<file path="config.mk">
export PLATFORM = sky130hd
export DESIGN_NAME = inst_fetch
export DESIGN_NICKNAME = d
export VERILOG_FILES = /design/src/rtl/inst_fetch.sv
export SDC_FILE = /design/constraint.sdc
export NUM_CORES = 1
export LEC_CHECK = 0
export CAP_MARGIN = 15
export CORE_MARGIN = 2
export CORE_UTILIZATION = 47
export DETAILED_ROUTE_END_ITERATION = 8
export PLACE_DENSITY = 0.78
export SLEW_MARGIN = 30
export SYNTH_ARGS = -nofsm -noshare
export SYNTH_HDL_FRONTEND = slang
export SYNTH_SLANG_ARGS = --single-unit
</file>
<file path="constraint.sdc">
create_clock -name clk -period 2.2 [get_ports clk]
set_input_delay 0.44 -clock clk [delete_from_list [all_inputs] [get_ports clk]]
set_output_delay 0.44 -clock clk [all_outputs]
set_load 0.01 [all_outputs]
</file>
<file path="src/rtl/inst_fetch.sv">
// inst_fetch: single-outstanding instruction fetch stage between imem (req/ack) and decode (valid/ready).
// Optional feature: define FETCH_HALT_EN to stop fetching after an accepted ECALL.
//
// state | meaning
// ------+------------------------------------------------------------
// REQ   | launch a request for pc next cycle
// WAIT  | request outstanding, waiting for imem_ack
// HOLD  | instruction presented to decode, waiting for ins_ready
// DRAIN | stale request outstanding after redirect; discard its ack
// HALT  | ECALL accepted, fetch stopped until redirect
module inst_fetch #(
    parameter logic [31:0] RESET_PC = 32'h0000_0000,
    parameter logic [31:0] PC_STEP  = 32'd4
) (
    input  logic        clk,
    input  logic        rst_n,
    output logic        imem_req,
    output logic [31:0] imem_addr,
    input  logic        imem_ack,
    input  logic [31:0] imem_rdata,
    output logic        ins_valid,
    input  logic        ins_ready,
    output logic [31:0] ins,
    output logic [31:0] ins_pc,
    input  logic        redirect_valid,
    input  logic [31:0] redirect_pc,
    output logic        halted
);

    typedef enum logic [2:0] {
        S_REQ,
        S_WAIT,
        S_HOLD,
        S_DRAIN,
        S_HALT
    } state_e;

    state_e      state_q, state_d;
    logic [31:0] pc_q, pc_d;
    logic        req_q, req_d;
    logic [31:0] req_addr_q, req_addr_d;
    logic [31:0] ins_q, ins_d;
    logic [31:0] ins_pc_q, ins_pc_d;
    logic        valid_q, valid_d;
    logic [31:0] redirect_target;

`ifdef FETCH_HALT_EN
    localparam logic [31:0] ECALL = 32'h0000_0073;
    logic halted_q, halted_d;
`endif

    assign redirect_target = redirect_pc & ~32'd3;

    always_comb begin
        state_d    = state_q;
        pc_d       = pc_q;
        req_d      = req_q;
        req_addr_d = req_addr_q;
        ins_d      = ins_q;
        ins_pc_d   = ins_pc_q;
        valid_d    = valid_q;
`ifdef FETCH_HALT_EN
        halted_d   = halted_q;
`endif
        case (state_q)
            S_REQ: begin
                if (redirect_valid) begin
                    pc_d = redirect_target;
                end else begin
                    req_d      = 1'b1;
                    req_addr_d = pc_q;
                    state_d    = S_WAIT;
                end
            end
            S_WAIT: begin
                if (redirect_valid) begin
                    pc_d = redirect_target;
                    if (imem_ack) begin
                        req_d   = 1'b0;
                        state_d = S_REQ;
                    end else begin
                        state_d = S_DRAIN;
                    end
                end else if (imem_ack) begin
                    req_d    = 1'b0;
                    ins_d    = imem_rdata;
                    ins_pc_d = req_addr_q;
                    valid_d  = 1'b1;
                    state_d  = S_HOLD;
                end
            end
            S_HOLD: begin
                if (redirect_valid) begin
                    valid_d = 1'b0;
                    pc_d    = redirect_target;
                    state_d = S_REQ;
                end else if (ins_ready) begin
                    valid_d = 1'b0;
`ifdef FETCH_HALT_EN
                    if (ins_q == ECALL) begin
                        halted_d = 1'b1;
                        state_d  = S_HALT;
                    end else begin
                        pc_d    = pc_q + PC_STEP;
                        state_d = S_REQ;
                    end
`else
                    pc_d    = pc_q + PC_STEP;
                    state_d = S_REQ;
`endif
                end
            end
            S_DRAIN: begin
                // An ack coinciding with a further redirect still retires the stale request.
                if (redirect_valid) begin
                    pc_d = redirect_target;
                end
                if (imem_ack) begin
                    req_d   = 1'b0;
                    state_d = S_REQ;
                end
            end
            S_HALT: begin
`ifdef FETCH_HALT_EN
                if (redirect_valid) begin
                    halted_d = 1'b0;
                    pc_d     = redirect_target;
                    state_d  = S_REQ;
                end
`else
                state_d = S_REQ;
`endif
            end
            default: begin
                state_d = S_REQ;
            end
        endcase
    end

    always_ff @(posedge clk or negedge rst_n) begin
        if (!rst_n) begin
            state_q    <= S_REQ;
            pc_q       <= RESET_PC;
            req_q      <= 1'b0;
            req_addr_q <= RESET_PC;
            ins_q      <= 32'd0;
            ins_pc_q   <= 32'd0;
            valid_q    <= 1'b0;
        end else begin
            state_q    <= state_d;
            pc_q       <= pc_d;
            req_q      <= req_d;
            req_addr_q <= req_addr_d;
            ins_q      <= ins_d;
            ins_pc_q   <= ins_pc_d;
            valid_q    <= valid_d;
        end
    end

`ifdef FETCH_HALT_EN
    always_ff @(posedge clk or negedge rst_n) begin
        if (!rst_n) begin
            halted_q <= 1'b0;
        end else begin
            halted_q <= halted_d;
        end
    end
    assign halted = halted_q;
`else
    assign halted = 1'b0;
`endif

    assign imem_req  = req_q;
    assign imem_addr = req_addr_q;
    assign ins_valid = valid_q;
    assign ins       = ins_q;
    assign ins_pc    = ins_pc_q;

endmodule

</file>
==> results by group, run 1 <==
Outcome
  – Status: finished, violations left
  – Failing checks: hold timing

Worst setup path
  – Slowest CP cell: clkdlybuf4s50_1
  – Crit start category: primary input
  – Worst R2R Path Depth: 5
  – Largest stage delay, worst path: 0.51 ns
  – Most common cell type on the critical path: or4_1
  – Critical path class: primary input to register
  – Critical Path Sink Type: register
  – Crit path required time: 2.53 ns
  – Cell breakdown of the critical path: clkdlybuf4s50_1 -> nand4b_2 -> or4_1 -> buf_6 -> or4_1 -> a31oi_1
  – CP max FO: 15
  – CP Data Arrival Time: roughly 2.5 ns

Job
  – Max-cap violation count: 0

Clock network
  – CTS root buffer: clkbuf_16
  – # clock sinks: 126
  – CTS tree: built
  – Worst-path clk slew: around 0.050 ns
  – Clock tree buffer depth: 2
  – Max H-tree Level: 4
  – Clk_lat worst skew: 0.42 ns
  – CTS Hold Bufs: 0
  – CTS Buf Count: 17

Cells and area
  – Layout cells sized above 1: between 20% and 30%
  – FF/Latch Area: between 3000 and 4000 um^2
  – NumNets Final: slightly below 700
  – Multi-input gate area: ~2100 um^2
  – Final Non-Filler Cells: roughly 770
  – Layout area overhead: 47.93%
  – Fillers: 817
  – Fin util: between 70% and 80%
  – Ant diodes: 0

Timing
  – Worst slew margin: between 60 and 70%
  – Final Slew Violations: 0
  – Max Clock Skew: between 0.015 and 0.02 ns
  – Setup violators final: 0
  – Slew of the pin with the lowest slew margin: 0.5472 ns
  – Setup TNS: 0 ns
  – RSZ-0062 raised after global routing: no
  – Max Freq: 471.2 MHz
  – Hold WS: -0.0001597 ns
  – Final min period: between 2 and 2.5 ns
  – Final period utilization: 96.46%
  – Fin. Hold Viols: 3

Pwr
  – Peak supply drop: 0.8224 mV
  – PD cells: roughly 1300 nW/um^2
  – Sequential Power Share: 36.4%
  – LEAKAGE: 0.003295 uW
  – Int Power: 7629 uW
  – Switching power: about 2900 uW
  – Switching Share: ~28%
  – Clock network fraction of design power: approximately 28%
  – Combinational share of power: between 30% and 40%

Synth
  – Register area share after synthesis: about three fifths
  – Mapped Area: roughly 5400 um^2
  – Yosys reg bits: around 130
  – Post-synth cell types: 39
  – Primary FF master, synth: dfrtp_1
  – Synth warn: 0
  – Gate count of the mapped netlist: between 400 and 500
  – Post-synth top cells: 126 x dfrtp_1, 92 x mux2_2, 32 x nand2_1, 19 x clkbuf_1
  – Mean post-synth cell area: approximately 13 um^2
  – Synth area leader: dfrtp_1
  – Synth top area share: between 50% and 60%
  – Area contributors post-synth: dfrtp_1 59%, mux2_2 19%, nand2_1 2.2%
  – Post-synth EDFFs: 0
  – Fraction of registers with async set/reset: 100.0%
  – Count leader, synth: dfrtp_1

Die
  – Rows: 39
  – Die W: roughly 110 um
  – Die height: ~110 um
  – Die area: 12300 um^2
  – Core area: roughly 11000 um^2
  – IO Pins: about 170
  – Initial Util: between 40% and 50%

Route
  – Drt total wl: 13030 um
  – Drt pass-1 iters: 4
  – Vias/cell: approximately 5.4
  – Wirelength per Cell: ~17 um
  – # DRC: 0
  – Iteration-0 DRC count of the detailed router: between 200 and 250
  – Antenna viol nets, final: 0
  – Vias: roughly 4200

Global route
  – First-pass GRT wire length: 21860 um
  – Pin count of the biggest net entering global routing: 59
  – GRT overflow: 0
  – Initial antenna violation count: 0
  – Vias in the first global route: 4384
  – Gr usage total: between 20% and 30%

Place
  – # placed instances: between 700 and 800
  – IO buf count: 160
  – Routability cong.: ~0.82
  – Final HPWL DP: about 9100 um

Hold path
  – Hold WC Path Type: primary input to asynchronous set/reset pin
-- per-layer routing --
metal | GRT usage [%] | vias up | share of wire, %
met5 | 0 | - | 0
li1 | - | 1912 | -
met1 | 28.14 | 2082 | 42
met4 | 7.333 | 0 | 0.86
met3 | 6.124 | 10 | 6.8
met2 | 36.56 | 153 | 51
-- power by group through the flow --
stage	Combinational, uW	Sequential (uW)	Clock (uW)
2_1_floorplan	1080	4210	0
3_3_place_gp	3650	3810	0
3_5_place_dp	3720	3880	0
4_1_cts	3760	3850	3050
5_1_grt	3930	3980	3170
6_report	3700	3840	3000
-- worst max-delay path: cells and delay by family --
family	cells	cell delay (ns)
and+or+nand+nor	3	1.13
AOI/OAI and AO/OA	1	0.20
buffers and inverters	2	0.68
-- path summary, 6_finish.rpt --
path	startpoint	to	slack, ns
worst max-delay path	ins_ready	pc_q[19]	0.08
worst min-delay path	rst_n	ins_pc[8]	-0.0002
worst max register to register	pc_q[8]	pc_q[19]	0.11
worst min register to register	imem_req	imem_req	0.48
max in group asynchronous	rst_n	imem_addr[24]	1.55
min in group clk	imem_req	imem_req	0.48
-- cell type report --
type,count,area share [%]
flip-flops and latches,126,39.67
inverters,8,0.3778
clock buffers,22,6.093
clock inverters,10,1.999
multi-input cells,269,26.37
well taps,143,2.251
repair buffers,187,23.24
-- kinds of logic (layout without fill, tap and decap cells) --
logic type / count (synthesis) / count (layout) / synth area share (%)
flip-flops: 126 / 126 / 58.69
AO/OA/AOI/OAI: 52 / 52 / 6.265
other: 1 / 5 / 0.06980
multiplexers: 93 / 93 / 19.47
adder cells (fa/ha/maj): 1 / 1 / 0.2328
buffers and inverters: 34 / 227 / 2.771
AND/OR/NAND/NOR: 108 / 108 / 10.88
XOR/XNOR: 10 / 10 / 1.630
-- placed cells by master, fill, tap and decap left out, types with 8 or more instances in the layout --
| master | count |
|---|---|
| mux2_2 | 92 |
| clkdlybuf4s50_1 | 159 |
| nand3_1 | 12 |
| or4_1 | 14 |
| nand4_1 | 9 |
| inv_1 | 8 |
| a31oi_1 | 12 |
| buf_4 | 23 |
| clkbuf_16 | 17 |
| nor2_1 | 15 |
| dfrtp_1 | 126 |
| o21ai_0 | 15 |
| o31ai_1 | 10 |
| nand2_1 | 32 |
-- flip-flops by register name, summed over array words and instances (netlist names) --
register	flops
imem_req	1
pc_q	30
ins	32
state_q	2
imem_addr	30
ins_pc	30
ins_valid	1
-- stage by stage --
| step | total power [uW] | setup slack [ns] | instance area [um^2] |
|---|---|---|---|
| floorplan | 5288 | 0.2057 | 5388 |
| global placement | 7457 | -0.2822 | 7301 |
| detailed placement | 7602 | -0.2933 | 7301 |
| CTS | 10660 | 0.08162 | 7944 |
| global route | 11070 | 0.002633 | 7948 |
| finish | 10540 | 0.07794 | 7948 |
-- timing repair --
item                                    4_1_cts  5_1_grt
setup buffers                                 0        0
endpoints found under the setup margin        0        1
resized for setup                             0        1
Power figures use the tool's default switching activity.
==> run 2, diff against run 1 <==
- PLACE_DENSITY: 0.78 -> default
- PLACE_DENSITY_LB_ADDON: default -> 0.15
- SLEW_MARGIN: 30 -> 20
==> run 2 against run 1 <==
Critical path type unchanged; utilization shrank 0.28 points; the flow now finishes without violations; first-iteration DRC count shrank 15%; setup slack gained 0.070 ns; maximum frequency grew 3.4%; flip-flop and latch count is the same.
==> results by group, run 2 (synthesis results as in run 1) <==
Clock network
  – CTS root buffer: clkbuf_16
  – Worst-path clk slew: roughly 0.05 ns
  – Setup Fix Bufs, Post-CTS: 0
  – # clock sinks: 126
  – CTS Buf Count: 17
  – Max H-tree Level: 4
  – CTS tree: built
  – Clk_lat worst skew: between 0.4 and 0.5 ns
  – Clock tree buffer depth: 2

Die
  – Die area: 12300 um^2
  – Die W: about 110 um
  – IO Pins: about 170
  – Rows: 39
  – Die height: roughly 110 um
  – Core area: approximately 11000 um^2
  – Initial Util: roughly 48%

Cells and area
  – Leading cell types in the layout, fill and taps excluded: 159 x clkdlybuf4s50_1, 125 x dfrtp_1, 92 x mux2_2, 32 x nand2_1, 24 x buf_4
  – NumNets Final: 681
  – Layout cells sized above 1: 24.76%
  – Max reg flops: 32
  – Most common cell after layout, fill and taps aside: clkdlybuf4s50_1
  – Ant diodes: 0
  – Layout area overhead: 47.35%
  – Fillers: roughly 840
  – Final Non-Filler Cells: between 700 and 800

Route
  – Wirelength per Cell: about 16 um
  – Drt pass-1 iters: 4
  – Iteration-0 DRC count of the detailed router: between 150 and 200
  – Vias: 4069
  – Antenna viol nets, final: 0
  – # DRC: 0
  – Drt total wl: between 10000 and 15000 um
  – Vias/cell: about 5.3

Timing
  – RSZ-0062 raised after global routing: no
  – Max Freq: 487.4 MHz
  – Final Slew Violations: 0
  – Final period utilization: between 90% and 100%
  – Max Clock Skew: ~0.0061 ns
  – Setup violators final: 0
  – Hold WS: approximately 0.49 ns
  – Fin. Hold Viols: 0
  – Final min period: a little over 2 ns

Worst setup path
  – R2r setup slk: 0.17 ns
  – CP max FO: 14
  – Worst r2r src: pc_q[8]
  – Setup crit end: pc_q[19]
  – Crit path required time: 2.52 ns
  – Worst R2R Path Depth: 5
  – Crit start category: primary input
  – Reg-to-Reg End: pc_q[19]
  – Critical Path Sink Type: register
  – Worst Setup SP: ins_ready
  – CP Data Arrival Time: approximately 2.4 ns
  – Critical path class: primary input to register

Place
  – IO buf count: 160
  – Routability cong.: approximately 0.78
  – Final HPWL DP: between 8000 and 9000 um
  – # placed instances: between 700 and 800

Global route
  – Vias in the first global route: approximately 4100
  – Pin count of the biggest net entering global routing: 80
  – Gr usage total: a little over a fifth
  – GRT overflow: 0
  – First-pass GRT wire length: ~21000 um
  – Initial antenna violation count: 0

Pwr
  – LEAKAGE: 0.003275 uW
  – Peak supply drop: between 0.7 and 0.8 mV
  – PD cells: ~1300 nW/um^2

Job
  – Max-cap violation count: 0

Hold path
  – Hold WC Path Type: primary input to asynchronous set/reset pin

Outcome
  – Status: complete, no violations
==> run 2: area by class of cell <==
class | count | area [um^2] | share of cell area, %
sequential | 126 | 3154 | 39.85
multi-input combinational | 269 | 2105 | 26.58
timing repair buffer | 189 | 1864 | 23.55
clock buffer | 24 | 501.7 | 6.338
tap | 143 | 178.9 | 2.260
clock inverter | 6 | 82.58 | 1.043
inverter | 8 | 30.03 | 0.3793
==> run 2: report_power, final <==
| group | leakage, uW | switching [uW] | internal (uW) | total [uW] |
|---|---|---|---|---|
| clock network | 0.000288 | 928 | 1800 | 2730 |
| logic | 0.00149 | 1300 | 2370 | 3670 |
| registers | 0.00149 | 572 | 3250 | 3820 |
==> run 2: worst min-delay path by stage <==
stage	startpoint	to	slack [ns]
finish	rst_n	ins[22]	0.49
global route	rst_n	ins[25]	0.52
CTS	rst_n	ins[22]	0.49
detailed placement	rst_n	ins[22]	0.35
global placement	rst_n	ins[22]	0.35
floorplan	rst_n	imem_addr[10]	0.14
==> run 2: stage by stage <==
step / TNS, ns / util, % / worst slack [ns] / cell area [um^2] / total power (uW)
final: 0 / 70.23 / 0.1481 / 7916 / 10220
after global placement: -1.910 / 64.84 / -0.2589 / 7308 / 7444
after global routing: 0 / 70.23 / 0.007928 / 7916 / 10760
after CTS: 0 / 70.11 / 0.1383 / 7903 / 10340
after detailed placement: -2.417 / 64.84 / -0.3175 / 7308 / 7566
after floorplan: 0 / - / 0.2057 / 5388 / 5288
==> run 2: routing by layer <==
| metal | routed length [um] | track usage (%) | vias up |
|---|---|---|---|
| met2 | 6119 | 34.68 | 133 |
| met1 | 5400 | 28.91 | 2011 |
| met3 | 730 | 5.249 | 16 |
| met4 | 166 | 8.167 | 0 |
| li1 | - | - | 1909 |
| met5 | 0 | 0 | - |
==> run 2: repair_timing <==
action | 4_1_cts | 5_1_grt
resized for setup | 0 | 3
setup endpoints to repair | 0 | 3
hold buffers | 1 | 0
endpoints found under the hold margin | 31 | 0
==> run 2: critical path: stages <==
cell             delay, ns
clkdlybuf4s50_1       0.50
nand4b_2              0.11
or4_1                 0.49
buf_6                 0.17
or4_1                 0.47
a31oi_1               0.19
